[config.mk]
export PLATFORM = sky130hd
export DESIGN_NAME = cpu_req_master
export DESIGN_NICKNAME = d
export VERILOG_FILES = /design/src/rtl/cpu_req_master.sv
export SDC_FILE = /design/constraint.sdc
export NUM_CORES = 1
export LEC_CHECK = 0
export CORE_MARGIN = 3
export CORE_UTILIZATION = 30
export CTS_CLUSTER_DIAMETER = 150
export DETAILED_ROUTE_END_ITERATION = 12
export MAX_ROUTING_LAYER = met4
export PLACE_DENSITY_LB_ADDON = 0.12
export SLEW_MARGIN = 20
export SYNTH_ARGS = -nofsm -noshare
export SYNTH_HDL_FRONTEND = slang
export SYNTH_SLANG_ARGS = --single-unit
[constraint.sdc]
create_clock -name clk -period 5.22 [get_ports clk]
set_clock_uncertainty 0.15 [all_clocks]
set_input_delay 1.044 -clock clk [delete_from_list [all_inputs] [get_ports clk]]
set_output_delay 1.044 -clock clk [all_outputs]
set_load 0.01 [all_outputs]
[src/rtl/cpu_req_master.sv]
// CPU-side initiator for the cache_controller port: queues commands, issues one request at a time,
// returns one response per command and keeps transaction/timeout statistics.
module cpu_req_master #(
  parameter int FIFO_DEPTH     = 4,
  parameter int TIMEOUT_CYCLES = 64
) (
  input  logic        clk,
  input  logic        rst,
  input  logic        cmd_valid,
  output logic        cmd_ready,
  input  logic        cmd_write,
  input  logic [31:0] cmd_addr,
  input  logic [31:0] cmd_wdata,
  output logic        cpu_read,
  output logic        cpu_write,
  output logic [31:0] cpu_address,
  output logic [31:0] cpu_wdata,
  input  logic [7:0]  cpu_data_out,
  input  logic        ready,
  output logic        rsp_valid,
  input  logic        rsp_ready,
  output logic [7:0]  rsp_data,
  output logic        rsp_write,
  output logic        rsp_err,
  output logic        busy,
  output logic [15:0] txn_count,
  output logic [7:0]  err_count,
  output logic [15:0] last_latency
);
  localparam int AW = $clog2(FIFO_DEPTH);
  localparam int CW = AW + 1;
  localparam int EW = 65;

  typedef enum logic [1:0] {S_IDLE, S_REQ, S_RESP, S_GAP} state_t;

  state_t        r_state, w_state_nxt;
  logic [EW-1:0] r_fifo_mem [FIFO_DEPTH];
  logic [AW-1:0] r_wr_ptr, r_rd_ptr;
  logic [CW-1:0] r_count, w_count_nxt;
  logic          r_cmd_ready, w_cmd_ready_nxt;
  logic          r_busy, w_busy_nxt;
  logic          r_cpu_read, w_cpu_read_nxt;
  logic          r_cpu_write, w_cpu_write_nxt;
  logic [31:0]   r_cpu_address, w_cpu_address_nxt;
  logic [31:0]   r_cpu_wdata, w_cpu_wdata_nxt;
  logic          r_op_write, w_op_write_nxt;
  logic [15:0]   r_lat, w_lat_nxt;
  logic          r_rsp_valid, w_rsp_valid_nxt;
  logic [7:0]    r_rsp_data, w_rsp_data_nxt;
  logic          r_rsp_write, w_rsp_write_nxt;
  logic          r_rsp_err, w_rsp_err_nxt;
  logic [15:0]   r_txn_count, w_txn_count_nxt;
  logic [7:0]    r_err_count, w_err_count_nxt;
  logic [15:0]   r_last_latency, w_last_latency_nxt;

  logic          w_push, w_pop;
  logic [EW-1:0] w_head;

  // cmd_ready comes from the registered count, so a push is never bypassed to the pop side.
  assign w_push = cmd_valid && r_cmd_ready;
  assign w_pop  = (r_state == S_IDLE) && (r_count != '0);
  assign w_head = r_fifo_mem[r_rd_ptr];

  always_ff @(posedge clk) begin
    if (w_push) r_fifo_mem[r_wr_ptr] <= {cmd_write, cmd_addr, cmd_wdata};
  end

  always_comb begin
    w_count_nxt = r_count;
    if (w_push && !w_pop)      w_count_nxt = r_count + CW'(1);
    else if (!w_push && w_pop) w_count_nxt = r_count - CW'(1);
  end

  always_comb begin
    w_state_nxt        = r_state;
    w_cpu_read_nxt     = r_cpu_read;
    w_cpu_write_nxt    = r_cpu_write;
    w_cpu_address_nxt  = r_cpu_address;
    w_cpu_wdata_nxt    = r_cpu_wdata;
    w_op_write_nxt     = r_op_write;
    w_lat_nxt          = r_lat;
    w_rsp_valid_nxt    = r_rsp_valid;
    w_rsp_data_nxt     = r_rsp_data;
    w_rsp_write_nxt    = r_rsp_write;
    w_rsp_err_nxt      = r_rsp_err;
    w_txn_count_nxt    = r_txn_count;
    w_err_count_nxt    = r_err_count;
    w_last_latency_nxt = r_last_latency;
    case (r_state)
      S_IDLE: begin
        if (w_pop) begin
          w_op_write_nxt    = w_head[64];
          w_cpu_address_nxt = w_head[63:32];
          w_cpu_wdata_nxt   = w_head[31:0];
          w_cpu_read_nxt    = !w_head[64];
          w_cpu_write_nxt   = w_head[64];
          w_lat_nxt         = 16'd1;
          w_state_nxt       = S_REQ;
        end
      end
      S_REQ: begin
        // ready is checked first so a completion on the timeout cycle is not reported as an error.
        if (ready) begin
          w_cpu_read_nxt  = 1'b0;
          w_cpu_write_nxt = 1'b0;
          w_rsp_data_nxt  = r_op_write ? 8'h00 : cpu_data_out;
          w_rsp_write_nxt = r_op_write;
          w_rsp_err_nxt   = 1'b0;
          w_rsp_valid_nxt = 1'b1;
          w_state_nxt     = S_RESP;
        end else if (r_lat == 16'(TIMEOUT_CYCLES)) begin
          w_cpu_read_nxt  = 1'b0;
          w_cpu_write_nxt = 1'b0;
          w_rsp_data_nxt  = 8'h00;
          w_rsp_write_nxt = r_op_write;
          w_rsp_err_nxt   = 1'b1;
          w_rsp_valid_nxt = 1'b1;
          if (r_err_count != 8'hFF) w_err_count_nxt = r_err_count + 8'd1;
          w_state_nxt     = S_RESP;
        end else begin
          w_lat_nxt = r_lat + 16'd1;
        end
      end
      S_RESP: begin
        if (rsp_ready) begin
          w_rsp_valid_nxt    = 1'b0;
          w_txn_count_nxt    = r_txn_count + 16'd1;
          w_last_latency_nxt = r_lat;
          w_state_nxt        = S_GAP;
        end
      end
      default: w_state_nxt = S_IDLE;
    endcase
    w_cmd_ready_nxt = (w_count_nxt != CW'(FIFO_DEPTH));
    w_busy_nxt      = (w_count_nxt != '0) || (w_state_nxt != S_IDLE);
  end

  always_ff @(posedge clk) begin
    if (!rst) begin
      r_state        <= S_IDLE;
      r_wr_ptr       <= '0;
      r_rd_ptr       <= '0;
      r_count        <= '0;
      r_cmd_ready    <= 1'b1;
      r_busy         <= 1'b0;
      r_cpu_read     <= 1'b0;
      r_cpu_write    <= 1'b0;
      r_cpu_address  <= '0;
      r_cpu_wdata    <= '0;
      r_op_write     <= 1'b0;
      r_lat          <= '0;
      r_rsp_valid    <= 1'b0;
      r_rsp_data     <= '0;
      r_rsp_write    <= 1'b0;
      r_rsp_err      <= 1'b0;
      r_txn_count    <= '0;
      r_err_count    <= '0;
      r_last_latency <= '0;
    end else begin
      r_state        <= w_state_nxt;
      if (w_push) r_wr_ptr <= r_wr_ptr + 1'b1;
      if (w_pop)  r_rd_ptr <= r_rd_ptr + 1'b1;
      r_count        <= w_count_nxt;
      r_cmd_ready    <= w_cmd_ready_nxt;
      r_busy         <= w_busy_nxt;
      r_cpu_read     <= w_cpu_read_nxt;
      r_cpu_write    <= w_cpu_write_nxt;
      r_cpu_address  <= w_cpu_address_nxt;
      r_cpu_wdata    <= w_cpu_wdata_nxt;
      r_op_write     <= w_op_write_nxt;
      r_lat          <= w_lat_nxt;
      r_rsp_valid    <= w_rsp_valid_nxt;
      r_rsp_data     <= w_rsp_data_nxt;
      r_rsp_write    <= w_rsp_write_nxt;
      r_rsp_err      <= w_rsp_err_nxt;
      r_txn_count    <= w_txn_count_nxt;
      r_err_count    <= w_err_count_nxt;
      r_last_latency <= w_last_latency_nxt;
    end
  end

  assign cmd_ready    = r_cmd_ready;
  assign busy         = r_busy;
  assign cpu_read     = r_cpu_read;
  assign cpu_write    = r_cpu_write;
  assign cpu_address  = r_cpu_address;
  assign cpu_wdata    = r_cpu_wdata;
  assign rsp_valid    = r_rsp_valid;
  assign rsp_data     = r_rsp_data;
  assign rsp_write    = r_rsp_write;
  assign rsp_err      = r_rsp_err;
  assign txn_count    = r_txn_count;
  assign err_count    = r_err_count;
  assign last_latency = r_last_latency;
endmodule
Word level (Yosys, flattened, before mapping)
Memory sizes are Yosys's and may differ from the RTL's. A register that Yosys moved wholly into a read port is not among the register bits.
Cells that the tools add are included.
- logic and storage cells: 91
- memories kept: 1
- register bits: 145
- RAM bits: 260
- memory list (memory ; words ; bits a word ; read ports ; clocked after Yosys merged registers in ; write ports ; line ; RTL):
    r_fifo_mem ; 4 ; 65 ; 1 ; 1 ; 1 ; 37 ; logic [EW-1:0] r_fifo_mem [FIFO_DEPTH];
- add/sub/neg operators: 7
- bitwise operators: 1
- equality and inequality tests: 10
- mux-type cells: 31
- reductions and logical operators: 22
- operator list (kind ; count):
    $mux 16 ; 3
    $add 16x1->16 const B ; 2
    $pmux 16 s2 ; 1
    $mux 8 ; 3
    $eq 16x7->1 const B ; 1
    $mux 1 ; 12
    $mux 2 ; 6
    $add 8x1->8 const B ; 1
    $ne 2x2->1 const B ; 4
    $ne 8x8->1 const B ; 1
    $reduce_and 4->1 ; 2
    $reduce_bool 2->1 ; 4
    $mux 3 ; 2
    $ne 3x3->1 const B ; 2
    $pmux 1 s2 ; 3
    $pmux 2 s3 ; 1
    $reduce_and 2->1 ; 3
    $reduce_and 3->1 ; 2
    $reduce_bool 3->1 ; 2
    $add 2x1->2 const B ; 2
    $logic_and 1x1->1 ; 4
    $add 3x1->3 const B ; 1
    $logic_not 1->1 ; 3
    $sub 3x1->3 const B ; 1
    other kinds (5) ; 5

Depth between registers and ports, before layout
Gate-level depths: netlist of the first run.
- depth after elaboration: 7
- mapped depth: 9
- gate-level depth less buffers: 8

Worst setup path after synthesis of the first run
No wires, ideal clock.
- path kind: input to register
- start point: input port cmd_valid
- end point: memory r_fifo_mem[0][0] (enable)
- buffers on the path: 0
- arrival: 2621 ps
- setup slack: 2019 ps
- stages on the path: 1
- path through: and3_1
- cells in the longest elaborated chain, start to end: 3
- RTL lines (element ; line ; RTL):
    from (decl) ; 9 ; input logic cmd_valid,
    $logic_and 1x1->1 ; 60 ; assign w_push = cmd_valid && r_cmd_ready;
    $mux 1 ; 65 ; if (w_push) r_fifo_mem[r_wr_ptr] <= {cmd_write, cmd_addr, cmd_wdata};
    $mux 1 (not written as such) ; 65 ;
    to (decl) ; 37 ;
No other way between the ends.

Worst setup path after layout of the first run
- start point: register r_count[0]
- end point: register r_lat[11]
- cells in the longest elaborated chain, start to end: 4
- RTL lines (element ; line ; RTL):
    from (decl) ; 39 ; logic [CW-1:0] r_count, w_count_nxt;
    from (signal assigned) ; 163 ; r_count <= w_count_nxt;
    $reduce_bool 3->1 ; 61 ; assign w_pop = (r_state == S_IDLE) && (r_count != '0);
    $logic_and 1x1->1 ; 61 ;
    $ne 2x2->1 (no line) ; n/a ;
    $reduce_and 4->1 (no line) ; n/a ;
    to (signal assigned) ; 171 ; r_lat <= w_lat_nxt;
    to (decl) ; 47 ; logic [15:0] r_lat, w_lat_nxt;
No other way between the ends.
A chain may end at the register's enable or synchronous reset.

==> results by group, run 1 <==
Placed design
  – Placed insts: 1874
  – Post-DP HPWL: 22.6 mm
  – # port buffers: 196
  – Pre-CTS worst setup slack: 1.71 ns
  – GP Congestion: 0.735
  – Post-DP Area: 0.0181 sq mm

Layout
  – Area delta synth->final: 27.4%
  – Final instance area: 0.0196 sq mm
  – Share of layout cells above drive strength 1: 12.2%
  – Final #Nets: 1338
  – Core Util, Final: 38.9%
  – Final non-filler cell total: 1962

Timing
  – Setup ws final: 2.25 ns
  – Total negative slack: 0 ns
  – Max Slew Vio Count: 0
  – Final Hold Fails: 0
  – WHS: 0.311 ns
  – RSZ-0062 raised after global routing: no
  – Tcrit/Tclk final: 57.0%
  – Max Clock Freq: 336 MHz
  – Crit path time final: 2.97 ns
  – Relative slew slack: 28.7%
  – Least-Margin Pin Slew: 1.07 ns
  – Final Setup Violations: 0

Floorplan
  – Core ar.: 0.0505 sq mm
  – Top Ports: 197
  – Die Ht: 233 um
  – Die Width: 233 um
  – Starting Density: 30.5%
  – Row Count: 82
  – Full die area: 0.0542 sq mm

Clocking
  – CTS tree: yes
  – CTS Hold Bufs: 0
  – Worst skew pair latency: 0.56 ns
  – Cts bufs inserted: 45
  – Setup Buffers After CTS: 0
  – Root buffer cell: clkbuf_16
  – H-tree Lvls: 2
  – Clock-pin slew on the worst setup and hold paths: 0.06 ns
  – Worst-case clock buffer depth: 3
  – Post-CTS sizing: 0
  – CTS sink count: 407

Global route
  – Total gr overflow: 0
  – Gr usage total: 14.0%
  – Largest net degree at the start of global routing: 72
  – First-pass GRT wire length: 56.5 mm
  – Vias in the first global route: 9478
  – Initial antenna violation count: 5

Worst setup path
  – R2R depth: 7
  – Crit path max fanout: 71
  – Worst Path Required: 5.57 ns
  – Arrival time at the worst endpoint: 3.33 ns
  – CP endpoint kind: flip-flop
  – Crit Path Category: reg -> reg
  – Worst Setup Start Kind: flip-flop

Drt
  – DR iter-0 viols: 503
  – Drt wl/cell: 18.7 um
  – Antenna Violating Nets Remaining: 0
  – Remaining DRCs: 0
  – Via/cell ratio: 4.61
  – Vias: 9052
  – Final wirelength: 36.7 mm
  – Drt first pass iters: 4

Logic synthesis
  – Top FF cell, synth: edfxtp_1
  – Post-synth ARST share: 0%
  – Yosys cell types: 51
  – Mapped cell area: 0.0154 sq mm
  – Synth Instances: 1048
  – Syn_area_per_cell: 14.7 sq um
  – Number of synthesized flops with an enable pin: 260
  – Syn_nets: 1137
  – #FFs+latches synth: 407
  – Synth warn: 0
  – Sequential area share after synthesis: 69.7%

Outcome
  – Outcome: finished clean

Min path
  – HP Class: reg -> reg
  – Hold Path Depth: 2

Pwr
  – Pwr Total: 10.1 mW
  – Pwr Density: 516 mW/mm^2
  – Worst vdd ir: 0.266 mV
  – Leak: 6.47 nW

Run
  – Max-cap check violation count: 0
==> worst paths after layout <==
| check | to | from | slack [ns] |
|---|---|---|---|
| hold / removal | rsp_data[1] | rsp_data[1] | 0.31 |
| setup reg to reg | r_lat[11] | r_count[0] | 2.25 |
| hold reg to reg | rsp_data[1] | rsp_data[1] | 0.31 |
| setup / recovery | r_lat[11] | r_count[0] | 2.25 |
==> final cells by class <==
class                      instances  area, sq um
multi-input combinational        577         4430
sequential                       407        10800
inverter                           9         33.8
timing repair buffer             209         2070
tap                              672          841
fill                            4808        30800
clock buffer                      59         1220
antenna                            5         12.5
clock inverter                    24          275
==> synth_stat cells, drive strengths merged (2+ instances only) <==
master | number | area (sq um)
edfxtp | 260 | 7810
nand2 | 205 | 769
dfxtp | 147 | 2940
a21boi | 97 | 728
mux4 | 65 | 1460
clkbuf | 36 | 138
and2 | 24 | 150
nand3 | 23 | 115
buf | 19 | 97.6
xnor2 | 18 | 158
a21oi | 16 | 80.1
nand4 | 15 | 93.8
nor2 | 12 | 45.0
o21ai | 12 | 60.1
or3 | 12 | 75.1
and3 | 11 | 68.8
ha | 11 | 138
inv | 9 | 33.8
and4 | 5 | 43.8
nor2b | 5 | 31.3
xor2 | 5 | 43.8
nand2b | 4 | 25.0
nor3 | 4 | 20.0
o211a | 4 | 40.0
mux2i | 3 | 30.0
nor4 | 3 | 18.8
or4 | 3 | 22.5
o211ai | 2 | 15.0
o21a | 2 | 15.0
==> power breakdown <==
part	total (mW)	leakage [nW]	internal, mW	switching (mW)
logic	2.56	2.15	1.18	1.38
registers	4.37	3.58	4.02	0.350
clock network	3.21	0.741	1.94	1.27
total	10.1	6.47	7.14	3.00
==> sequential cells by signal, indices dropped and copies added (netlist names), 2 cells and up, named ones only <==
signal and cells:
cpu_address 32, cpu_wdata 32, err_count 8, last_latency 16, r_count 3, r_fifo_mem 260
r_lat 16, r_rd_ptr 2, r_state 2, r_wr_ptr 2, rsp_data 8, txn_count 16
==> layer usage <==
| metal | routed length [um] | vias to the layer above | part of all wire [%] | GRT usage [%] |
|---|---|---|---|---|
| met5 | 0 | - | 0 | - |
| met4 | 753 | 0 | 2.0 | 4.10 |
| met3 | 1910 | 51 | 5.2 | 3.32 |
| met2 | 17600 | 188 | 48 | 22.4 |
| met1 | 16500 | 4523 | 45 | 17.7 |
| li1 | - | 4290 | - | - |
==> critical path: stages, from the launching register on <==
cell     delay, ns
dfxtp_1       0.33
inv_1         0.10
ha_1          0.16
ha_1          0.24
or3_4         0.75
nand2_1       0.48
or4_1         0.61
nand2_1       0.07
==> cells by family (layout without fill, tap and decap cells) <==
| family | Yosys count | count (layout) | synth area share [%] |
|---|---|---|---|
| AO/OA/AOI/OAI | 140 | 140 | 6.56 |
| XOR/XNOR | 23 | 23 | 1.31 |
| AND/OR/NAND/NOR | 335 | 335 | 10.1 |
| other | 0 | 5 | 0 |
| buffers and inverters | 64 | 301 | 1.74 |
| adder cells (fa/ha/maj) | 11 | 11 | 0.893 |
| flip-flops | 407 | 407 | 69.7 |
| multiplexers | 68 | 68 | 9.69 |
==> layout by cell type, fill, tap and decap left out, types with 12 or more instances in the layout <==
| cell type | n |
|---|---|
| clkbuf_16 | 46 |
| edfxtp_1 | 260 |
| clkinv_2 | 12 |
| a21oi_1 | 16 |
| and2_1 | 23 |
| a21boi_0 | 96 |
| buf_4 | 13 |
| nand4_1 | 15 |
| nand3_1 | 23 |
| dfxtp_1 | 145 |
| clkdlybuf4s50_1 | 195 |
| mux4_2 | 65 |
| nand2_1 | 205 |
| xnor2_1 | 18 |
(Power assumes the default switching activity.)
==> run 2, diff against run 1 <==
clock period = 2.6 ns   (was 5.22 ns; I/O delays follow)
==> run 2 against run 1 <==
Via count up 1.2%. Register-to-register slack worse by 2.1 ns. Global-route usage up 0.22 points. Final area up 1.8%. Sequential share of layout area down 0.96 points. Clock power up 100%. Highest routed layer unchanged. Clock-buffer cell count up 13. Total power up 100%. Cell count up 1.2%. Hold slack worse by 0.12 ns. Critical path type is now reg -> out.
==> results by group, run 2 (same netlist as run 1, synthesis figures left out) <==
Clocking
  – Root buffer cell: clkbuf_16
  – Cts bufs inserted: 47 (+4.4%)
  – CTS tree: yes
  – Post-CTS sizing: 0 (unchanged)
  – Worst-case clock buffer depth: 3 (unchanged)
  – Worst skew pair latency: 0.56 ns (about the same)
  – Clock-pin slew on the worst setup and hold paths: 0.06 ns (about the same)
  – CTS Hold Bufs: 0 (unchanged)
  – Setup Buffers After CTS: 0 (unchanged)
  – H-tree Lvls: 2 (unchanged)
  – CTS sink count: 407 (unchanged)

Timing
  – Max Clock Freq: 411 MHz
  – Tcrit/Tclk final: 93.5%
  – RSZ-0062 raised after global routing: no
  – Least-Margin Pin Slew: 0.584 ns (-0.484 ns)
  – Final Hold Fails: 0 (unchanged)
  – Total negative slack: 0 ns (unchanged)
  – Crit path time final: 2.43 ns
  – Relative slew slack: 60.7% (+32 points)
  – Final Setup Violations: 0 (unchanged)
  – Max Slew Vio Count: 0 (unchanged)

Worst setup path
  – Arrival time at the worst endpoint: 1.76 ns (-1.57 ns)
  – Cell Chain, Critical Path: clkdlybuf4s50_1
  – Crit path max fanout: 10 (-86%)
  – CP endpoint kind: output pin
  – Worst path max stage delay: 0.65 ns (-0.10 ns)
  – WP buf/inv: 1 (unchanged)
  – Worst Path Required: 1.93 ns (-3.64 ns)
  – Worst Setup Start Kind: flip-flop
  – CP max stage cell: clkdlybuf4s50_1
  – Crit Path Category: reg -> out
  – Top delay family on crit path: buffers and inverters

Floorplan
  – Full die area: 0.0542 sq mm (unchanged)
  – Die Ht: 233 um (unchanged)
  – Core ar.: 0.0505 sq mm (unchanged)
  – Row Count: 82 (unchanged)
  – Die Width: 233 um (unchanged)
  – Starting Density: 30.5% (unchanged)
  – Top Ports: 197 (unchanged)

Layout
  – Most frequent cells in the layout: 260 x edfxtp_1, 205 x nand2_1, 195 x clkdlybuf4s50_1, 145 x dfxtp_1, 96 x a21boi_0
  – Max FFs per register: 260 (unchanged)
  – Share of layout cells above drive strength 1: 13.3% (+1.1 points)
  – Area delta synth->final: 29.7%
  – Commonest non-fill, non-tap cell in the layout: edfxtp_1
  – Final #Nets: 1359 (+1.6%)
  – Reg with most FFs: r_fifo_mem

Drt
  – Antenna Violating Nets Remaining: 0 (unchanged)
  – Drt first pass iters: 4 (unchanged)
  – Via/cell ratio: 4.62 (about the same)
  – Drt wl/cell: 18.8 um (+0.53%)
  – DR iter-0 viols: 488 (-3.0%)
  – Remaining DRCs: 0 (unchanged)
  – Vias: 9162 (+1.2%)
  – Final wirelength: 37.4 mm (+1.7%)

Pwr
  – Worst vdd ir: 0.688 mV (+160%)
  – Pwr Total: 20.8 mW (+100%)
  – Leak: 6.62 nW (+2.3%)
  – Pwr Density: 1040 mW/mm^2 (+100%)

Global route
  – Total gr overflow: 0 (unchanged)
  – Initial antenna violation count: 4 (-1)
  – Largest net degree at the start of global routing: 70 (-2.8%)
  – Vias in the first global route: 9593 (+1.2%)
  – First-pass GRT wire length: 57.5 mm (+1.7%)
  – Gr usage total: 14.2% (+0.22 points)

Run
  – Max-cap check violation count: 0 (unchanged)

Min path
  – HP Class: in -> reg

Placed design
  – GP Congestion: 0.740 (+0.78%)
  – Post-DP HPWL: 22.2 mm (-1.7%)
  – # port buffers: 196 (unchanged)

Outcome
  – Outcome: finished clean
[run 2: cell types whose count changed in the layout (fill, tap and decap cells not counted), sizes merged]
cell	previous run	this run
buf	14	33
clkbuf	59	72
clkinv	18	11
bufinv	6	3
clkinvlp	0	1
diode	5	4
inv	9	10
[run 2: final cells by class]
type	instances	area, sq um
tap	672	841
clock inverter	16	168
inverter	9	33.8
antenna	4	10.0
timing repair buffer	228	2400
multi-input combinational	577	4430
sequential	407	10800
clock buffer	72	1350
fill	4778	30500
[run 2: routing by layer]
layer	GRT usage (%)	part of all wire [%]	wire length (um)
met1	17.9	45	16900
met2	22.6	47	17500
met3	3.95	5.9	2190
met4	3.89	2.1	775
met5	-	0	0
[run 2: where the power goes]
group	total, mW	internal [mW]	switching (mW)
sequential	8.65	8.06	0.589
combinational	5.64	2.67	2.97
clock	6.47	3.88	2.59
[run 2: through the flow]
stage | hold slack, ns | instances | cell area, sq um | utilization [%] | setup slack [ns]
finish | 0.187 | 1985 | 20000 | 39.6 | 0.169
CTS | 0.145 | 1981 | 20000 | 39.6 | 0.116
floorplan | 0.305 | 1048 | 15400 | - | 0.274
global placement | 0.297 | 1893 | 18500 | 36.6 | 0.0217
global route | 0.173 | 1985 | 20000 | 39.6 | 0.00241
detailed placement | 0.306 | 1893 | 18500 | 36.6 | 0.0271
[run 2: worst paths after layout]
kind                to       start  depth (start not counted)  slack [ns]
max          cmd_ready   cmd_ready                          1        0.17
min           r_lat[0]         rst                          2        0.19
max reg2reg       busy  r_count[0]                          8        0.18
min reg2reg  rsp_write   rsp_write                          2        0.31
==> run 3, diff against run 2 <==
HOLD_SLACK_MARGIN = 0.06   (was not set)
==> results of run 3 <==
Same layout as run 2: the final DEF is identical, and so are final timing and power.
